**src/rtl/tcp_tx_sender.sv**
```systemverilog
// Single-request TCP transmit sequencer: meta issue, status/backoff retry, payload pass-through or drain.
// Define TCP_TX_SENDER_STATS_EN to add the stat_pkts/stat_retries/stat_drops counters.
module tcp_tx_sender #(
   parameter int MAX_RETRIES    = 8,
   parameter int BACKOFF_CYCLES = 64
) (
   input  logic         aclk,
   input  logic         areset,
   input  logic         s_tx_req_valid,
   output logic         s_tx_req_ready,
   input  logic [31:0]  s_tx_req_data,
   output logic         m_tcp_tx_meta_valid,
   input  logic         m_tcp_tx_meta_ready,
   output logic [31:0]  m_tcp_tx_meta_data,
   input  logic         s_tcp_tx_stat_valid,
   output logic         s_tcp_tx_stat_ready,
   input  logic [63:0]  s_tcp_tx_stat_data,
   input  logic         s_axis_tx_tvalid,
   output logic         s_axis_tx_tready,
   input  logic [511:0] s_axis_tx_tdata,
   input  logic [63:0]  s_axis_tx_tkeep,
   input  logic         s_axis_tx_tlast,
   output logic         m_axis_tx_tvalid,
   input  logic         m_axis_tx_tready,
   output logic [511:0] m_axis_tx_tdata,
   output logic [63:0]  m_axis_tx_tkeep,
   output logic         m_axis_tx_tlast,
   output logic         m_tx_done_valid,
   input  logic         m_tx_done_ready,
   output logic [31:0]  m_tx_done_data
`ifdef TCP_TX_SENDER_STATS_EN
   ,
   output logic [31:0]  stat_pkts,
   output logic [31:0]  stat_retries,
   output logic [31:0]  stat_drops
`endif
);

   localparam int BW = (BACKOFF_CYCLES > 1) ? $clog2(BACKOFF_CYCLES) : 1;
   localparam logic [BW-1:0] BO_LAST = BW'(BACKOFF_CYCLES - 1);
   localparam logic [7:0] MAX_R = 8'(MAX_RETRIES);

   typedef enum logic [2:0] {IDLE, META, STAT, DATA, BACKOFF, DRAIN, DONE} state_t;

   state_t      state;
   logic [15:0] sid;
   logic [15:0] len;
   logic [10:0] beats;
   logic [10:0] beat_cnt;
   logic [7:0]  retries;
   logic [1:0]  code;
   logic [BW-1:0] bo_cnt;
   logic        run;
   logic        last_beat;
   logic [16:0] len_rnd;
   logic [1:0]  err;
   logic        unused_ok;

   // Handshake outputs are forced low while reset is held.
   assign run       = !areset;
   assign err       = s_tcp_tx_stat_data[63:62];
   assign len_rnd   = {1'b0, s_tx_req_data[31:16]} + 17'd63;
   assign last_beat = (beat_cnt == beats - 11'd1);
   assign unused_ok = ^{s_axis_tx_tlast, s_tcp_tx_stat_data[61:0]};

   assign s_tx_req_ready      = run && (state == IDLE);
   assign m_tcp_tx_meta_valid = run && (state == META);
   assign m_tcp_tx_meta_data  = {len, sid};
   assign s_tcp_tx_stat_ready = run && (state == STAT);
   assign m_axis_tx_tvalid    = run && (state == DATA) && s_axis_tx_tvalid;
   assign s_axis_tx_tready    = run && (((state == DATA) && m_axis_tx_tready) || (state == DRAIN));
   assign m_axis_tx_tdata     = s_axis_tx_tdata;
   assign m_axis_tx_tkeep     = s_axis_tx_tkeep;
   assign m_axis_tx_tlast     = (state == DATA) && last_beat;
   assign m_tx_done_valid     = run && (state == DONE);
   assign m_tx_done_data      = {6'd0, retries, code, sid};

   always_ff @(posedge aclk) begin
      if (areset) begin
         state    <= IDLE;
         beat_cnt <= '0;
         retries  <= '0;
         bo_cnt   <= '0;
      end else begin
         case (state)
            IDLE: if (s_tx_req_valid) begin
               sid      <= s_tx_req_data[15:0];
               len      <= s_tx_req_data[31:16];
               beats    <= len_rnd[16:6];
               beat_cnt <= '0;
               retries  <= '0;
               if (s_tx_req_data[31:16] == 16'd0) begin
                  code  <= 2'd3;
                  state <= DONE;
               end else begin
                  state <= META;
               end
            end
            META: if (m_tcp_tx_meta_ready) state <= STAT;
            STAT: if (s_tcp_tx_stat_valid) begin
               beat_cnt <= '0;
               case (err)
                  2'd0: state <= DATA;
                  2'd1: begin
                     if (retries == MAX_R) begin
                        code  <= 2'd1;
                        state <= DONE;
                     end else begin
                        bo_cnt <= '0;
                        state  <= BACKOFF;
                     end
                  end
                  default: begin
                     code  <= 2'd2;
                     state <= DRAIN;
                  end
               endcase
            end
            BACKOFF: begin
               if (bo_cnt == BO_LAST) begin
                  bo_cnt  <= '0;
                  retries <= (retries == 8'hFF) ? retries : retries + 8'd1;
                  state   <= META;
               end else begin
                  bo_cnt <= bo_cnt + 1'b1;
               end
            end
            DATA: if (s_axis_tx_tvalid && m_axis_tx_tready) begin
               if (last_beat) begin
                  code  <= 2'd0;
                  state <= DONE;
               end else begin
                  beat_cnt <= beat_cnt + 11'd1;
               end
            end
            // The stack refused the connection; swallow exactly the announced payload.
            DRAIN: if (s_axis_tx_tvalid) begin
               if (last_beat) state <= DONE;
               else           beat_cnt <= beat_cnt + 11'd1;
            end
            DONE: if (m_tx_done_ready) begin
               retries <= '0;
               state   <= IDLE;
            end
            default: state <= IDLE;
         endcase
      end
   end

`ifdef TCP_TX_SENDER_STATS_EN
   always_ff @(posedge aclk) begin
      if (areset) begin
         stat_pkts    <= '0;
         stat_retries <= '0;
         stat_drops   <= '0;
      end else if (state == DONE && m_tx_done_ready) begin
         if (code == 2'd0) stat_pkts  <= stat_pkts + 32'd1;
         else              stat_drops <= stat_drops + 32'd1;
         stat_retries <= stat_retries + 32'(retries);
      end
   end
`endif

endmodule

```
**config.mk**
```make
export PLATFORM = sky130hd
export DESIGN_NAME = tcp_tx_sender
export DESIGN_NICKNAME = d
export VERILOG_FILES = /design/src/rtl/tcp_tx_sender.sv
export SDC_FILE = /design/constraint.sdc
export NUM_CORES = 1
export LEC_CHECK = 0
export CAP_MARGIN = 0
export CORE_AREA = 10 10 514 516
export DETAILED_ROUTE_END_ITERATION = 10
export DIE_AREA = 0 0 524 526
export MAX_ROUTING_LAYER = met4
export PLACE_DENSITY = 0.3
export SLEW_MARGIN = 30
export SYNTH_ARGS = -nofsm -noshare
export SYNTH_HDL_FRONTEND = slang
export SYNTH_SLANG_ARGS = --single-unit
```
**constraint.sdc**
```tcl
create_clock -name aclk -period 3.2 [get_ports aclk]
set_input_delay 0.64 -clock aclk [delete_from_list [all_inputs] [get_ports aclk]]
set_output_delay 0.64 -clock aclk [all_outputs]
set_load 0.02 [all_outputs]
```
==> summary.txt, run 1 <==
Fin crit period = 3202 ps
CP startpoint kind = flop
Layout cell share with drive strength beyond 1 = 17.82%
VDD IR max = 0.2590 mV
Hold Crit Class = reg -> reg
Place WS = 68.30 ps
Vias per cell = 1.177
Number of synthesized register bits = 73
CTS sink count = 73
Internal cell power = 2.193 mW
Switch share = 39.02%
Synth unique cells = 62
Die Area = 0.2756 mm²
CP Cell Sequence = or4_4, o311ai_2, o311a_1, a21oi_2, and4b_4, and3_4, buf_12
Pin count of the biggest net entering global routing = 19
Slew HR = 56.50%
I/O Pins = 1328
Delay of the slowest critical-path stage = 600 ps
Logic pwr share = 34.1%
CTS max path bufs = 2
FF-to-FF setup slack = 370 ps
Finished Layout Cells = 3904
Buf+Inv Stages, Crit Path = 1
Detailed-route DRC error count = 0
Max Slew Vio Count = 0
RSZ-0062 raised after global routing = true
Endpoints failing setup = 1
Port bufs = 106
Clock transition at path regs = 80 ps
EDFF count, synth = 45
Worst Path Max Fanout = 4
Crit share post-route = 100.1%
Critical Path RT = 2560 ps
Placed Area = 0.009363 mm²
Initial antenna violation count = 18
Final Hold Viols = 0
Cell Area, Synth = 0.008245 mm²
Post-placement cell count = 3868
Pleak = 2.069 nW
Slew @ Worst Pin = 644.1 ps
Sw power = 1.403 mW
Placeable Area = 0.2535 mm²
Die W = 524 µm
Post-Route WL = 144800 µm
Root buf cell = clkbuf_16
Initial core utilization = 3.253%
CTS Buf Count = 9
Failing checks = negative setup slack
Chip height = 526 µm
Drt pass-1 iters = 6
Wire per inst = 37.09 µm
ANT nets after route = 0
Routability-driven placement congestion ratio = 0.6923
CP top delay family = simple AND/OR/NAND/NOR gates
Syn Inst Count = 963
Sequential Power Share = 35.4%
Hold path startpoint = bo_cnt[1]
FF-to-FF Start = beats[1]
Clock power share = 30.5%
WHS = 491.6 ps
Synth warn = 0
Vias in the first global route = 4730
Hold_buf cts = 0
Critical Path AT = 2560 ps
Grt ovf = 0
Final TNS setup = -1.660 ps
Critical Path End Type = output pin
H-tree depth = 3
CP Launch Point = beats[3]
Final Skew = 23.06 ps
Worst setup margin = -1.660 ps
Later-pin clock latency in the skew report = 390 ps
1st-iter DRT viols = 200
# nets final = 1203
Util after Layout = 3.852%
Via Count = 4594
FILL cells = 30066
Total Power = 3.595 mW
Slowest cell on crit path = or4_4
Commonest non-fill, non-tap cell in the layout = clkdlybuf4s50_1
Most frequent cells in the layout = clkdlybuf4s50_1 (99), edfxtp_1 (45), buf_4 (43), nor2_1 (40), nand2_1 (30)
Outcome = finished with violations
CP Class = reg -> out
Sequential area share after synthesis = 23.19%
Synth async-reset ratio = 0%
Avg Cell Area, Syn = 8.562 µm²
Achievable Freq = 0.3123 GHz
Final Instance Area = 0.009764 mm²
Wire length of the first global-routing pass = 156100 µm
Row count = 185
All-Layer GR Usage = 10.25%
Area Growth Syn to Fin = 18.42%
Max Cap Viol = 0
DP Wirelength = 140200 µm
Prevailing post-synth register cell = edfxtp_1
CTS tree = done
Power Density = 368.2 mW/mm²
sequential cells by signal, summed over array words and instances (netlist names):
register,cells
len,16
sid,16
beat_cnt,11
beats,11
retries,8
bo_cnt,6
state,3
code,2
power groups by stage:
stage	clock network (mW)	registers [mW]	logic, mW
detailed placement	0	1.31	1.25
finish	1.10	1.27	1.23
CTS	1.16	1.28	1.26
floorplan	0	1.27	1.66
global placement	0	1.31	1.25
global route	1.19	1.29	1.34
final cells by class:
| type | instances | area (µm²) | area share (%) |
|---|---|---|---|
| tap | 3366 | 4212 | 43.13 |
| multi-input combinational | 270 | 1795 | 18.39 |
| timing repair buffer | 150 | 1474 | 15.09 |
| sequential | 73 | 1912 | 19.58 |
| inverter | 13 | 48.80 | 0.4997 |
| clock buffer | 9 | 225.2 | 2.307 |
| clock inverter | 7 | 57.56 | 0.5894 |
| antenna | 16 | 40.04 | 0.4100 |
worst register-to-register path: cells and delay by family, from the launching register on:
kind,cells,cell delay (ps)
and+or+nand+nor,4,1200
muxes,1,180
AOI/OAI and AO/OA,2,650
DFF,1,410
buffers and inverters,2,320
synthesized netlist by cell type, types with 9 or more instances:
cell	count	area, µm²
buf_4	598	4489
nor2_1	40	150.1
nand2_1	30	112.6
xnor2_1	24	210.2
nand2b_1	9	56.30
xor2_1	9	78.83
inv_1	13	48.80
edfxtp_1	45	1351
dfxtp_1	28	560.5
a21oi_1	13	65.06
clkbuf_1	10	37.54
nand3_1	15	75.07
o21ai_0	10	50.05
final timing paths:
kind / depth (start not counted) / endpoint
worst max-delay path: 7 / m_axis_tx_tlast
worst min-delay path: 2 / bo_cnt[1]
worst max register to register: 9 / beat_cnt[6]
worst min register to register: 2 / bo_cnt[1]
routing by layer:
| layer | routed length, µm | track usage [%] | vias up | part of all wire, % |
|---|---|---|---|---|
| li1 | - | - | 1653 | - |
| met1 | 15690 | 3.076 | 1708 | 11 |
| met2 | 58610 | 14.35 | 995 | 40 |
| met3 | 66130 | 21.46 | 238 | 46 |
| met4 | 4374 | 2.805 | 0 | 3.0 |
| met5 | 0 | - | - | 0 |
kinds of logic (layout without fill, tap and decap cells):
kind of cell	Yosys count	in the layout	synth area share (%)
adder cells (fa/ha/maj)	5	5	0.7587
other	1	22	0.04548
AO/OA/AOI/OAI	66	66	5.751
buffers and inverters	625	179	55.87
AND/OR/NAND/NOR	153	153	10.03
multiplexers	7	7	0.8498
XOR/XNOR	33	33	3.505
flip-flops	73	73	23.19
repair_timing:
item,4_1_cts,5_1_grt
setup buffers,2,2
setup endpoints to repair,1,1
gates cloned,0,0
hold endpoints to repair,0,0
pin swaps,2,3
gates resized for setup,6,4
No activity file was read; power rests on OpenSTA's default activity.
==> inputs of run 2 (changes only) <==
--- a/config.mk
+++ b/config.mk
@@ -5,7 +5,7 @@
 export SDC_FILE = /design/constraint.sdc
 export NUM_CORES = 1
 export LEC_CHECK = 0
-export CAP_MARGIN = 0
+export CAP_MARGIN = 20
 export CORE_AREA = 10 10 514 516
 export DETAILED_ROUTE_END_ITERATION = 10
 export DIE_AREA = 0 0 524 526
==> results of run 2 <==
Same layout as run 1: the final DEF is identical, and so are final timing and power.
==> inputs of run 3 (changes only) <==
--- a/config.mk
+++ b/config.mk
@@ -11,6 +11,7 @@
 export DIE_AREA = 0 0 524 526
 export MAX_ROUTING_LAYER = met4
 export PLACE_DENSITY = 0.3
+export RECOVER_POWER = 25
 export SLEW_MARGIN = 30
 export SYNTH_ARGS = -nofsm -noshare
 export SYNTH_HDL_FRONTEND = slang
==> run 3 against run 2 <==
Against the previous run: critical endpoint unchanged; sequential share of layout area about the same; first-iteration DRC count is 1.0% higher; critical path depth unchanged; the flow still finishes with violations (negative setup slack).
==> summary.txt, run 3 (synthesis results as in run 1) <==
Placeable Area = 0.2535 mm² (unchanged)
CTS Buf Count = 9 (unchanged)
Drt pass-1 iters = 4 (-2)
DP Wirelength = 140200 µm (unchanged)
Clock transition at path regs = 80 ps (about the same)
Most frequent cells in the layout = clkdlybuf4s50_1 (70), edfxtp_1 (45), nor2_1 (40), buf_4 (40), nand2_1 (30)
Critical Path RT = 2560 ps (about the same)
Critical Path AT = 2570 ps (about the same)
Final Hold Viols = 0 (unchanged)
Wire per inst = 37.03 µm (-0.18%)
Max Slew Vio Count = 0 (unchanged)
Top Registers = len (16), sid (16)
Layout cell share with drive strength beyond 1 = 17.24% (-0.57 points)
Worst Path Max Fanout = 4 (unchanged)
Hold path cells = 2 (unchanged)
Root buf cell = clkbuf_16
H-tree depth = 3 (unchanged)
Final Skew = 16.99 ps (-6.069 ps)
Switch share = 39.08% (+0.059 points)
I/O Pins = 1328 (unchanged)
Placed Area = 0.009363 mm² (unchanged)
Power Density = 366.8 mW/mm² (-0.37%)
Later-pin clock latency in the skew report = 380 ps (about the same)
Internal cell power = 2.184 mW (-0.40%)
Fin crit period = 3207 ps (+5.333 ps)
Grt ovf = 0 (unchanged)
Total Power = 3.584 mW (-0.31%)
Logic pwr share = 34.0% (about the same)
Area Growth Syn to Fin = 18.50% (about the same)
All-Layer GR Usage = 10.25% (unchanged)
Sequential Power Share = 35.5% (about the same)
Slew @ Worst Pin = 637.9 ps (-6.169 ps)
Pleak = 2.066 nW (-0.15%)
Pin count of the biggest net entering global routing = 19 (unchanged)
Post-Route WL = 144800 µm (about the same)
FF-to-FF setup slack = 370 ps (about the same)
Port bufs = 106 (unchanged)
Chip height = 526 µm (unchanged)
Worst setup margin = -6.994 ps (-5.333 ps)
Endpoints failing setup = 1 (unchanged)
Routability-driven placement congestion ratio = 0.6923 (unchanged)
ANT nets after route = 0 (unchanged)
Slew HR = 56.91% (+0.42 points)
Worst reg-to-reg path cell count = 9 (unchanged)
Clock power share = 30.5% (about the same)
Outcome = finished with violations
Detailed-route DRC error count = 0 (unchanged)
Failing checks = negative setup slack
Util after Layout = 3.855% (about the same)
Critical Path End Type = output pin
CTS tree = done
1st-iter DRT viols = 202 (+1.0%)
Die W = 524 µm (unchanged)
Final TNS setup = -6.994 ps (-5.333 ps)
Hold Crit Class = reg -> reg
Finished Layout Cells = 3911 (+0.18%)
Initial core utilization = 3.253% (unchanged)
# nets final = 1203 (unchanged)
Place WS = 68.30 ps (unchanged)
Via Count = 4612 (+0.39%)
CTS sink count = 73 (unchanged)
CP startpoint kind = flop
Vias per cell = 1.179 (+0.21%)
RSZ-0062 raised after global routing = true
Sw power = 1.401 mW (-0.16%)
Achievable Freq = 0.3118 GHz (-0.17%)
Row count = 185 (unchanged)
Die Area = 0.2756 mm² (unchanged)
Crit share post-route = 100.2% (+0.17 points)
Wire length of the first global-routing pass = 156100 µm (unchanged)
Final Instance Area = 0.009771 mm² (about the same)
WHS = 492.6 ps (+1.024 ps)
Max Cap Viol = 0 (unchanged)
Commonest non-fill, non-tap cell in the layout = clkdlybuf4s50_1
Initial antenna violation count = 21 (+3)
CTS max path bufs = 2 (unchanged)
Post-placement cell count = 3868 (unchanged)
CP Class = reg -> out
VDD IR max = 0.2577 mV (-0.51%)
Vias in the first global route = 4730 (unchanged)
run 3: worst max-delay path, stage by stage, from the launching register on:
cell and delay, ps:
edfxtp_1 460, or4_4 610, o311ai_2 280, o311a_1 250, a21oi_2 40, and4b_4 230
and3_4 180, buf_12 140
run 3: final cells by class:
cell class,instances,area [µm²]
fillers,30066,243700
diodes,23,57.56
flip-flops and latches,73,1912
inverters,13,48.80
repair buffers,150,1463
clock inverters,7,57.56
multi-input cells,270,1795
clock buffers,9,225.2
well taps,3366,4212
run 3: path summary, 6_finish.rpt:
kind                     end  startpoint
min                bo_cnt[1]   bo_cnt[1]
max          m_axis_tx_tlast    beats[3]
min reg2reg        bo_cnt[1]   bo_cnt[1]
max reg2reg      beat_cnt[6]    beats[1]
run 3: power groups by stage:
stage	clock [mW]	combinational, mW	sequential (mW)
2_1_floorplan	0	1.66	1.27
3_3_place_gp	0	1.25	1.31
3_5_place_dp	0	1.25	1.31
4_1_cts	1.16	1.26	1.28
5_1_grt	1.19	1.33	1.29
6_report	1.09	1.22	1.27
run 3: metal layers:
| layer | vias up | track usage [%] | part of all wire (%) |
|---|---|---|---|
| li1 | 1665 | - | - |
| met1 | 1716 | 3.076 | 11 |
| met2 | 993 | 14.35 | 40 |
| met3 | 238 | 21.46 | 46 |
| met4 | 0 | 2.805 | 3.0 |
| met5 | - | - | 0 |
run 3: what timing repair did:
action,in CTS,in global routing
setup endpoints to repair,1,1
resized for setup,6,4
buffers inserted,2,2
pin swaps,2,3
hold buffers,0,0
